`src/rtl/t_sram_scheduler.sv`:
```
`default_nettype none
// ============================================================================
// Module   : t_sram_scheduler
// Brief    : Owns the single-port T-spill SRAM; schedules host bulk load,
//            T-refill reads and (t,v,f) write-backs for the SW datapath.
// Revision : 1.0 - initial release
// ============================================================================
module t_sram_scheduler #(
    parameter int  GROUP_W    = 18,
    parameter int  T_PER_WORD = 7,
    parameter int  ADDR_W     = 8,
    parameter int  T_SIZE_W   = 11,
    localparam int DATA_W     = GROUP_W * T_PER_WORD
) (
    input  logic                clk,
    input  logic                rst,
    input  logic [T_SIZE_W-1:0] i_T_size,
    input  logic                i_start,
    input  logic                i_done,
    output logic                o_busy,
    input  logic                i_load_valid,
    input  logic [DATA_W-1:0]   i_load_data,
    output logic                o_load_ready,
    input  logic                i_dp_request,
    output logic [DATA_W+3:0]   o_dp_data,
    input  logic                i_dp_send,
    input  logic [DATA_W-1:0]   i_dp_data,
    output logic                o_sram_cen,
    output logic                o_sram_wen,
    output logic [ADDR_W-1:0]   o_sram_addr,
    output logic [DATA_W-1:0]   o_sram_d,
    input  logic [DATA_W-1:0]   i_sram_q,
    output logic                o_err
);

    localparam logic [1:0] c_IDLE     = 2'd0;
    localparam logic [1:0] c_LOAD     = 2'd1;
    localparam logic [1:0] c_RUN      = 2'd2;
    localparam logic [2:0] c_CNT_FULL = 3'b111;

    logic [1:0]          r_state;
    logic [1:0]          w_state_nxt;
    logic [ADDR_W:0]     r_words;
    logic [2:0]          r_last_cnt;
    logic [ADDR_W-1:0]   r_wr_ptr;
    logic [ADDR_W-1:0]   r_rd_ptr;
    logic [ADDR_W:0]     r_lead;
    logic                r_wb_full;
    logic [DATA_W-1:0]   r_wb_data;
    logic                r_rd_inflight;
    logic                r_rd_last;
    logic [2:0]          r_hold_cnt;
    logic [DATA_W-1:0]   r_hold_payload;
    logic                r_err;

    logic [T_SIZE_W-1:0] w_tsz;
    logic [T_SIZE_W-1:0] w_tsz_mod;
    logic [T_SIZE_W:0]   w_words_calc;
    logic [2:0]          w_last_cnt;
    logic [ADDR_W-1:0]   w_last_addr;
    logic                w_wr_at_last;
    logic                w_rd_at_last;
    logic                w_wb_pending;
    logic [DATA_W-1:0]   w_wb_data;
    logic [2:0]          w_resp_cnt;
    logic                w_rd_issue;
    logic                w_wr_issue;
    logic                w_sram_cen;
    logic                w_sram_wen;
    logic [ADDR_W-1:0]   w_sram_addr;
    logic [DATA_W-1:0]   w_sram_d;

    // An empty T is handled as a single group so there is always one word.
    assign w_tsz        = (i_T_size == '0) ? T_SIZE_W'(1) : i_T_size;
    assign w_words_calc = ({1'b0, w_tsz} + (T_SIZE_W+1)'(T_PER_WORD - 1))
                          / (T_SIZE_W+1)'(T_PER_WORD);
    assign w_tsz_mod    = w_tsz % T_SIZE_W'(T_PER_WORD);
    assign w_last_cnt   = (w_tsz_mod == '0) ? 3'(T_PER_WORD) : 3'(w_tsz_mod);

    assign w_last_addr  = ADDR_W'(r_words - (ADDR_W+1)'(1));
    assign w_wr_at_last = (r_wr_ptr == w_last_addr);
    assign w_rd_at_last = (r_rd_ptr == w_last_addr);

    // A send with an empty buffer is written through in the same cycle.
    assign w_wb_pending = r_wb_full | i_dp_send;
    assign w_wb_data    = r_wb_full ? r_wb_data : i_dp_data;
    assign w_resp_cnt   = r_rd_last ? r_last_cnt : c_CNT_FULL;

    always_comb begin
        w_state_nxt = r_state;
        w_sram_cen  = 1'b0;
        w_sram_wen  = 1'b0;
        w_sram_addr = '0;
        w_sram_d    = '0;
        w_rd_issue  = 1'b0;
        w_wr_issue  = 1'b0;
        case (r_state)
            c_IDLE: begin
                if (i_start) w_state_nxt = c_LOAD;
            end
            c_LOAD: begin
                if (i_load_valid) begin
                    w_sram_cen  = 1'b1;
                    w_sram_wen  = 1'b1;
                    w_sram_addr = r_wr_ptr;
                    w_sram_d    = i_load_data;
                    if (w_wr_at_last) w_state_nxt = c_RUN;
                end
                if (i_done) w_state_nxt = c_IDLE;
            end
            c_RUN: begin
                if (w_wb_pending) begin
                    w_wr_issue  = 1'b1;
                    w_sram_cen  = 1'b1;
                    w_sram_wen  = 1'b1;
                    w_sram_addr = r_wr_ptr;
                    w_sram_d    = w_wb_data;
                end else if (i_dp_request && !r_rd_inflight && (r_lead < r_words)) begin
                    w_rd_issue  = 1'b1;
                    w_sram_cen  = 1'b1;
                    w_sram_addr = r_rd_ptr;
                end
                if (i_done) w_state_nxt = c_IDLE;
            end
            default: w_state_nxt = c_IDLE;
        endcase
    end

    always_ff @(posedge clk or posedge rst) begin
        if (rst) begin
            r_state        <= c_IDLE;
            r_words        <= '0;
            r_last_cnt     <= '0;
            r_wr_ptr       <= '0;
            r_rd_ptr       <= '0;
            r_lead         <= '0;
            r_wb_full      <= 1'b0;
            r_wb_data      <= '0;
            r_rd_inflight  <= 1'b0;
            r_rd_last      <= 1'b0;
            r_hold_cnt     <= '0;
            r_hold_payload <= '0;
            r_err          <= 1'b0;
        end else begin
            r_state       <= w_state_nxt;
            r_rd_inflight <= w_rd_issue;
            r_rd_last     <= w_rd_issue & w_rd_at_last;
            if (r_rd_inflight) begin
                r_hold_cnt     <= w_resp_cnt;
                r_hold_payload <= i_sram_q;
            end
            case (r_state)
                c_IDLE: begin
                    if (i_start) begin
                        r_words    <= (ADDR_W+1)'(w_words_calc);
                        r_last_cnt <= w_last_cnt;
                        r_wr_ptr   <= '0;
                        r_rd_ptr   <= '0;
                        r_lead     <= '0;
                        r_wb_full  <= 1'b0;
                    end
                end
                c_LOAD: begin
                    if (i_load_valid) begin
                        if (w_wr_at_last) begin
                            r_wr_ptr <= '0;
                            r_rd_ptr <= '0;
                            r_lead   <= '0;
                        end else begin
                            r_wr_ptr <= r_wr_ptr + ADDR_W'(1);
                        end
                    end
                end
                c_RUN: begin
                    if (w_wr_issue) begin
                        r_wr_ptr <= w_wr_at_last ? '0 : r_wr_ptr + ADDR_W'(1);
                        if (r_lead != '0) r_lead <= r_lead - (ADDR_W+1)'(1);
                    end else if (w_rd_issue) begin
                        r_rd_ptr <= w_rd_at_last ? '0 : r_rd_ptr + ADDR_W'(1);
                        r_lead   <= r_lead + (ADDR_W+1)'(1);
                    end
                    // Buffer bookkeeping: a drain frees the entry for a concurrent send.
                    if (w_wr_issue) begin
                        r_wb_full <= i_dp_send & r_wb_full;
                        if (i_dp_send & r_wb_full) r_wb_data <= i_dp_data;
                    end else if (i_dp_send) begin
                        if (r_wb_full) begin
                            r_err <= 1'b1;
                        end else begin
                            r_wb_full <= 1'b1;
                            r_wb_data <= i_dp_data;
                        end
                    end
                end
                default: ;
            endcase
        end
    end

    assign o_busy       = (r_state != c_IDLE);
    assign o_load_ready = (r_state == c_LOAD);
    assign o_dp_data    = r_rd_inflight ? {1'b1, w_resp_cnt, i_sram_q}
                                        : {1'b0, r_hold_cnt, r_hold_payload};
    assign o_sram_cen   = w_sram_cen;
    assign o_sram_wen   = w_sram_wen;
    assign o_sram_addr  = w_sram_addr;
    assign o_sram_d     = w_sram_d;
    assign o_err        = r_err;

endmodule
`default_nettype wire
```
`config.mk`:
```
export PLATFORM = sky130hd
export DESIGN_NAME = t_sram_scheduler
export DESIGN_NICKNAME = d
export VERILOG_FILES = /design/src/rtl/t_sram_scheduler.sv
export SDC_FILE = /design/constraint.sdc
export NUM_CORES = 1
export LEC_CHECK = 0
export ABC_AREA = 1
export BUFFER_PORTS_ARGS = -buffer_cell sky130_fd_sc_hd__buf_2
export CAP_MARGIN = 40
export CORE_AREA = 2 2 260 262
export DETAILED_ROUTE_END_ITERATION = 8
export DIE_AREA = 0 0 262 264
export PLACE_DENSITY = 0.45
export SETUP_SLACK_MARGIN = 0.05
export SKIP_LAST_GASP = 1
export SLEW_MARGIN = 15
export SYNTH_ARGS = -nofsm -noshare
export SYNTH_HDL_FRONTEND = slang
export SYNTH_SLANG_ARGS = --single-unit
```
`constraint.sdc`:
```
create_clock -name clk -period 17.2 [get_ports clk]
set_input_delay 0.86 -clock clk [delete_from_list [all_inputs] [get_ports clk]]
set_output_delay 0.86 -clock clk [all_outputs]
set_load 0.01 [all_outputs]
```
; Yosys cells after proc, flatten, opt, wreduce, memory -nomap -nowiden
; Cells that the tools add are included.
[op_classes]
div_mod_pow = 2
bitwise_logic = 4
mux = 52
reduce_logical = 19
eq_ne = 17
addsub = 6
n_lt_le_gt_ge = 1
[op_table]
columns = cell, count
row1 = 126-bit two-way mux, 6
row2 = 126-bit case mux with 2 select lines, 1
row3 = 130-bit two-way mux, 1
row4 = 8-bit two-way mux, 12
row5 = 9-bit two-way mux, 6
row6 = 8-bit case mux with 3 select lines, 2
row7 = 9-bit case mux with 3 select lines, 1
row8 = 11-bit logical NOT, 2
row9 = 8-bit by 1-bit adder with 8-bit output (second input constant), 2
row10 = 8-bit equality test, 2
row11 = 8-bit case mux with 2 select lines, 1
row12 = 11-bit by 3-bit adder with 12-bit output (second input constant), 1
row13 = 12-bit by 3-bit divider with 12-bit output (second input constant), 1
row14 = 2-bit != test (second input constant), 6
row15 = 3-bit != test (second input constant), 4
row16 = 4-bit AND reduction, 3
row17 = 6-bit AND reduction, 2
row18 = 11-bit by 3-bit modulo with 11-bit output (second input constant), 1
row19 = 11-bit two-way mux, 1
row20 = 1-bit two-way mux, 10
row21 = 2-bit two-way mux, 5
row22 = 9-bit by 1-bit adder with 9-bit output (second input constant), 1
row23 = 9-bit < comparator, 1
row24 = 9-bit nonzero test, 1
row25 = other kinds (19), 28
[totals]
input_bits = 396
register_bits = 298

; Depth between registers and ports, before layout
; Gate-level depths: netlist of run 1.
[logic_depth]
word_depth = 9
depth_mapped = 56
ltp_nobuf = 55

; Least setup slack after synthesis of run 1
; Ideal clock, no wire load.
[synth_timing]
path_kind = input port to flip-flop
startpoint = in i_T_size[1]
endpoint = reg r_words[0]
path_slack_ns = 11.110
n_path_buf = 2
stages = 49
required_time_ns = 17.079
arrival_time_ns = 5.969
path_cell_list = buf_4 clkbuf_1 ha_1 inv_1 nor2_2 inv_1 nor2_4 nand2_1 nor3_2 nand2_1 nand2_2 nand3_2 nor2_2 nor2_4 nand3_4 nand2_2 nand2_4 inv_2 [13 not listed] nand2_4 nand3_1 nand2_2 nor2_4 nand2_4 nand2_1 nand2_1 inv_1 ha_1 nand3_2 nand2_1 nand2_1 nand2_1 inv_1 o21ai_1 nand3_1 o21bai_1 nand2_1
[synth_between]
elab_chain_len = 4
[synth_lines]
columns = item, line
row1 = "start, declared", 17  ; input logic [T_SIZE_W-1:0] i_T_size,
row2 = 11-bit logical NOT, 74  ; assign w_tsz = (i_T_size == '0) ? T_SIZE_W'(1) : i_T_size;
row3 = 11-bit two-way mux (*), 74
row4 = 11-bit by 3-bit adder with 12-bit output (*), 75  ; assign w_words_calc = ({1'b0, w_tsz} + (T_SIZE_W+1)'(T_PER_WORD - 1))
row5 = 12-bit by 3-bit divider with 12-bit output (*), 76  ; / (T_SIZE_W+1)'(T_PER_WORD);
row6 = "end signal, assigned", 155  ; r_words <= (ADDR_W+1)'(w_words_calc);
row7 = "end, declared", 43  ; logic [ADDR_W:0] r_words;
; Every way passes the cells marked *; elsewhere a longest branch is shown, timed or not.
; A chain may end at the register's enable or synchronous reset.

; Worst setup path in the final report of run 1
; Same ends and word-level chain as after synthesis.

==> results of run 1 <==
==> metal layers <==
metal / global-route usage (%) / wire (microns) / vias to the layer above
met3: 4.64 / 4810 / 112
met2: 34.2 / 34800 / 519
met1: 23.7 / 29300 / 8924
li1: - / - / 9612
met5: 0 / 133 / -
met4: 6.54 / 1920 / 20
==> cell type report <==
cell class / count / area [sq um]
timing repair buffer: 685 / 3650
clock inverter: 14 / 200
multi-input combinational: 1948 / 9210
tap: 873 / 1090
antenna: 19 / 47.5
clock buffer: 56 / 1110
inverter: 278 / 1060
sequential: 298 / 7460
fill: 7328 / 42700
==> cell families after synthesis <==
logic type | count (synthesis)
and+or+nand+nor | 1365
xor gates and xnor gates | 38
buffers and inverters | 414
DFF | 298
AOI/OAI and AO/OA | 513
adders and majority gates | 32
==> cell usage after synthesis (9+ instances only) <==
cell type | number | share of area [%]
nor2_4 | 9 | 0.56
nand3_1 | 65 | 1.8
nor2_2 | 11 | 0.38
xor2_1 | 33 | 1.6
nand2_1 | 1081 | 22
inv_2 | 14 | 0.29
nor2_1 | 84 | 1.7
nand4_1 | 19 | 0.65
dfrtp_1 | 298 | 41
a21oi_1 | 154 | 4.2
clkbuf_1 | 124 | 2.6
o21ai_1 | 13 | 0.36
nor3_1 | 16 | 0.44
nand2_2 | 34 | 1.2
o21ai_0 | 303 | 8.3
inv_1 | 261 | 5.4
nand2_4 | 10 | 0.62
ha_1 | 31 | 2.1
nand3_2 | 17 | 0.93
==> power by group through the flow <==
| stage | logic (mW) | registers, mW | clock network, mW |
|---|---|---|---|
| finish | 1.88 | 1.15 | 0.837 |
| global route | 2.13 | 1.18 | 0.900 |
| CTS | 1.91 | 1.15 | 0.870 |
| detailed placement | 1.90 | 1.16 | 0 |
| global placement | 1.87 | 1.15 | 0 |
| floorplan | 1.24 | 1.12 | 0 |
==> state kept, by name (all words and copies together) (netlist names), 2 cells and up <==
name	count
r_wr_ptr	8
r_hold_cnt	3
r_words	9
r_wb_data	126
r_lead	9
r_hold_payload	126
r_rd_ptr	8
r_state	2
r_last_cnt	3
==> per-stage QoR <==
stage               power, mW  std cells  utilization, %
floorplan                2.36       2660               -
global placement         3.02       4074            33.4
detailed placement       3.06       4080            33.7
CTS                      3.93       4150            35.6
global route             4.22       4168            35.8
finish                   3.87       4171            35.8
==> worst max path at each step <==
stage	endpoint	slack, ps	cells past startpoint
6_report	r_words[0]	10770	49
5_1_grt	r_words[0]	9870	50
4_1_cts	r_words[0]	10770	49
3_5_place_dp	r_words[0]	10180	47
3_3_place_gp	r_words[0]	10280	49
2_1_floorplan	o_err	8110	1
==> reports/results.txt, run 1 <==
Outcome: finished clean
Largest net degree at the start of global routing: 134
Synth Warn #: 0
Yosys reg bits: 298
Worst slack, placed: 10180 ps
Slew @ Worst Pin: 806 ps
Rows: 95
Psw: 1.73 mW
Adder-cell share of the synthesized area: 2.24%
Post-CTS Setup Inserts: 0
Crit-path most repeated cell: nand2_1
Worst hold margin: 185 ps
Sequential Power Share: 29.7%
P_leak: 12.5 nW
R2R setup slack: 13350 ps
Crit-path max FO: 12
Clock Sinks: 298
Top Family by Delay on Critical Path: simple AND/OR/NAND/NOR gates
Worst VDD drop: 0.0746 mV
Normalized max-slew margin: 46.3%
Post-synth EDFFs: 0
XOR/XNOR Fraction of Synth Area: 1.83%
Syn Std Cell Area: 18200 sq um
Worst Hold Class: in -> async
Via count: 19.2k
Full die area: 69200 sq um
# DRC: 0
Worst-Skew Late Latency: 560 ps
Final slew viol count: 0
Syn Inst Count: 2660
Detailed Place HPWL: 54400 microns
WS Path Type: in -> reg
Post-DR wirelength/cell: 17.0 microns
Num CTS Buffers: 39
Post-synthesis sequential area ratio: 40.9%
Worst R2R End: r_rd_ptr[7]
Crit path DAT: 6870 ps
Max Root-Sink Buffers: 3
Compound-Gate Fraction of Synth Area: 14.9%
Syn-to-layout area delta: 30.8%
Hold Buf Count CTS: 0
Simple-gate area share of the yosys netlist: 31.5%
Syn_nets: 3088
Critical path required time: 17650 ps
# setup viols final: 0
Die Ht: 264 microns
Share of cells above drive strength 1: 26.2%
CP max-delay cell: or2_0
DR vias/cell: 4.60
Fin worst setup slack: 10770 ps
WP buf/inv: 8
Setup TNS: 0 ps
Largest family of logic cells by synthesized area: simple AND/OR/NAND/NOR gates
Initial antenna violation count: 31
Peak Freq: 156 MHz
Clock share of power: 21.6%
Crit path from: i_T_size[1]
Async set or reset register ratio after synthesis: 100%
Remaining antenna violation count after routing: 0
CP startpoint kind: input port
GR Util All Layers: 19.7%
Switching share of power: 44.6%
Post-CTS sizing: 0
Worst r2r path cells: 16
# IOs: 665
Hold Fails Final Rpt: 0
Fin crit share: 37.4%
Initial DRC count: 1108
Initial core utilization: 27.4%
CTS tree: done
Pwr Density: 162 nW/um^2
Number of max-cap violations: 0
First drt pass iteration count: 5
H-tree depth: 2
Avg Synthesized Cell Area: 6.85 sq um
Vias in the first global route: 18.2k
Port-buffer cells: 664
Clk slew on worst S/H paths: 70 ps
Combinational fraction of design power: 48.7%
Tmin final: 6430 ps
Worst r2r src: r_words[0]
Multiplexer share of the synthesized area: 0%
Critical path capture point type: flip-flop
Total grt overflow: 0
Routed wire length: 71000 microns
Nets@finish: 3678
Critical Path Max Stage Delay: 410 ps
Worst clock skew: 15.1 ps
Unrepaired setup endpoints after global routing: no
Core area: 66600 sq um
Cell variety after synth: 52
Gp weighted congestion: 0.940
Most common cell after layout, fill and taps aside: nand2_1
Cell area after placement: 22400 sq um
First-pass GRT wire length: 106000 microns
CTS Root Cell: clkbuf_16
Top_reg_cell synth: dfrtp_1
Int Pwr: 2.14 mW
Die Span X: 262 microns
Final instance area: 23800 sq um
Most frequent cells in the layout: nand2_1 (1081), buf_2 (664), o21ai_0 (303)
(Power assumes the default switching activity.)
==> run 2, diff against run 1 <==
==> constraint.sdc (replaced) <==
create_clock -name clk -period 6.05 [get_ports clk]
set_input_delay 0.3025 -clock clk [delete_from_list [all_inputs] [get_ports clk]]
set_output_delay 0.3025 -clock clk [all_outputs]
set_load 0.01 [all_outputs]
==> run 2 against run 1 <==
Net effect: global-route usage rose by 0.093 points; largest cell class unchanged; utilization increased by 3.5 points; highest routed layer unchanged; via count up 3.7%; largest power group unchanged; final area rose by 9.7%; setup slack worse by 10000 ps; clock power rose to 2.8 times the previous value.
==> reports/results.txt, run 2 (synthesis results as in run 1) <==
Fin crit share: 88.8%
Critical Path Max Stage Delay: 260 ps (-150 ps)
Unrepaired setup endpoints after global routing: no
# DRC: 0 (unchanged)
Worst hold margin: 32.0 ps (-153 ps)
Number of max-cap violations: 0 (unchanged)
Detailed Place HPWL: 53900 microns (-1.1%)
Switching share of power: 44.7% (+0.087 points)
Final slew viol count: 0 (unchanged)
Via count: 19.9k (+3.7%)
Cell total after placement: 4091 (+0.27%)
H-tree depth: 2 (unchanged)
Largest regs: r_hold_payload x126, r_wb_data x126
Hold Fails Final Rpt: 0 (unchanged)
Clk slew on worst S/H paths: 60 ps (about the same)
Initial antenna violation count: 19 (-39%)
CP startpoint kind: input port
Largest net degree at the start of global routing: 165 (+23%)
Vias in the first global route: 19.2k (+5.8%)
Crit-path most repeated cell: nand2_1
# setup viols final: 0 (unchanged)
Share of cells above drive strength 1: 25.3% (-0.87 points)
Critical path capture point type: flip-flop
Crit-path max FO: 8 (-4)
CP max-delay cell: ha_2
Worst clock skew: 21.8 ps (+6.78 ps)
Num CTS Buffers: 39 (unchanged)
Initial DRC count: 972 (-12%)
WS Path Type: in -> reg
Clock share of power: 21.3% (-0.3 points)
Remaining antenna violation count after routing: 0 (unchanged)
Crit path DAT: 5810 ps (-1060 ps)
Full die area: 69200 sq um (unchanged)
Combinational fraction of design power: 49.4% (+0.7 points)
First-pass GRT wire length: 108000 microns (+1.9%)
WP buf/inv: 5 (-3)
Worst Hold Class: in -> reg
DR vias/cell: 4.52 (-1.7%)
# IOs: 665 (unchanged)
Overall Power: 11.2 mW (+190%)
Post-DR wirelength/cell: 16.2 microns (-4.6%)
Clock Sinks: 298 (unchanged)
CTS Root Cell: clkbuf_16
Psw: 5.01 mW (+190%)
CTS tree: done
Worst-Skew Late Latency: 560 ps (about the same)
Int Pwr: 6.19 mW (+190%)
First drt pass iteration count: 8 (+3)
Sequential Power Share: 29.3% (-0.4 points)
Slew @ Worst Pin: 1060 ps (+251 ps)
Pwr Density: 428 nW/um^2 (+160%)
P_leak: 13.5 nW (+7.9%)
Post-route insts no fill: 4398 (+5.4%)
Syn-to-layout area delta: 43.4%
Gp weighted congestion: 0.893 (-5.0%)
Critical path required time: 6490 ps (-11160 ps)
Normalized max-slew margin: 29.6% (-17 points)
Peak Freq: 186 MHz
Outcome: finished clean
Core area: 66600 sq um (unchanged)
Top Family by Delay on Critical Path: simple AND/OR/NAND/NOR gates
Total grt overflow: 0 (unchanged)
GR Util All Layers: 19.8% (+0.093 points)
Initial core utilization: 27.4% (unchanged)
Most common cell after layout, fill and taps aside: nand2_1
Tmin final: 5370 ps
Routed wire length: 71400 microns (+0.54%)
Port-buffer cells: 664 (unchanged)
Die Ht: 264 microns (unchanged)
Nets@finish: 3916 (+6.5%)
Worst VDD drop: 0.291 mV (+290%)
Max Root-Sink Buffers: 3 (unchanged)
Die Span X: 262 microns (unchanged)
Most frequent cells in the layout: nand2_1 (1079), buf_2 (664), o21ai_0 (302)
Rows: 95 (unchanged)
## run 2: changes by cell type in the layout (fill, tap and decap cells not counted), sizes merged
cell	delta
clkinv	+6
dlygate4sd3	+222
inv	-1
clkinvlp	+1
clkbuf	-4
bufinv	-1
diode	-12
buf	+16
## run 2: final cells by class
type                       instances  area, sq um
timing repair buffer             923         5910
tap                              873         1090
fill                            7113        40400
inverter                         278         1050
sequential                       298         7460
antenna                            7         17.5
multi-input combinational       1948         9280
clock buffer                      52         1120
clock inverter                    19          198
## run 2: timing repair
item,in CTS,in global routing
hold buffers,222,0
buffers inserted,0,7
hold endpoints to repair,245,0
setup endpoints to repair,0,1
gates resized for setup,0,17
## run 2: worst reg2reg max path: stages, from the launching register on
cell and delay [ps]:
dfrtp_1 420, inv_1 170, nand3_1 120, nor2_1 100, inv_1 80, nor4_1 270
xor2_1 250, inv_1 110, a2111oi_0 350, nand3_1 250, nand2_1 140, nand3_1 130
nor2_1 410, inv_1 190, a21oi_1 440, a21oi_1 80, o21a_1 130
## run 2: final timing paths
check | slack (ps) | start | endpoint | cells past startpoint
worst max register to register | 2330 | r_words[0] | r_rd_ptr[7] | 16
min in group asynchronous | 390 | rst | r_wr_ptr[6] | 3
max in group asynchronous | 4270 | rst | r_wb_data[51] | 4
worst max-delay path | 680 | i_T_size[2] | r_words[0] | 50
worst min register to register | 380 | o_err | o_err | 0
worst min-delay path | 30 | i_dp_data[21] | r_wb_data[21] | 3
## run 2: power by group through the flow
stage          Combinational (mW)  Sequential [mW]  Clock, mW
3_5_place_dp                 5.40             3.30          0
4_1_cts                      5.55             3.27       2.47
2_1_floorplan                3.53             3.19          0
3_3_place_gp                 5.34             3.28          0
6_report                     5.53             3.28       2.38
5_1_grt                      6.26             3.38       2.54
## run 2: metrics by stage
step	worst slack (ps)	utilization, %	setup TNS (ps)	cell area [sq um]
finish	676	39.3	0	26100
CTS	439	39.1	0	26000
detailed placement	-124	33.7	-124	22500
floorplan	517	-	0	18200
global route	43.1	39.3	0	26100
global placement	85.0	33.6	0	22400
## run 2: metal layers
metal  up-vias  part of all wire (%)  global-route usage (%)
li1      10073                     -                       -
met1      9132                    42                    24.1
met2       539                    49                    34.3
met3       124                   6.4                    4.54
met4        22                   2.8                    6.26
met5         -                  0.20                       0
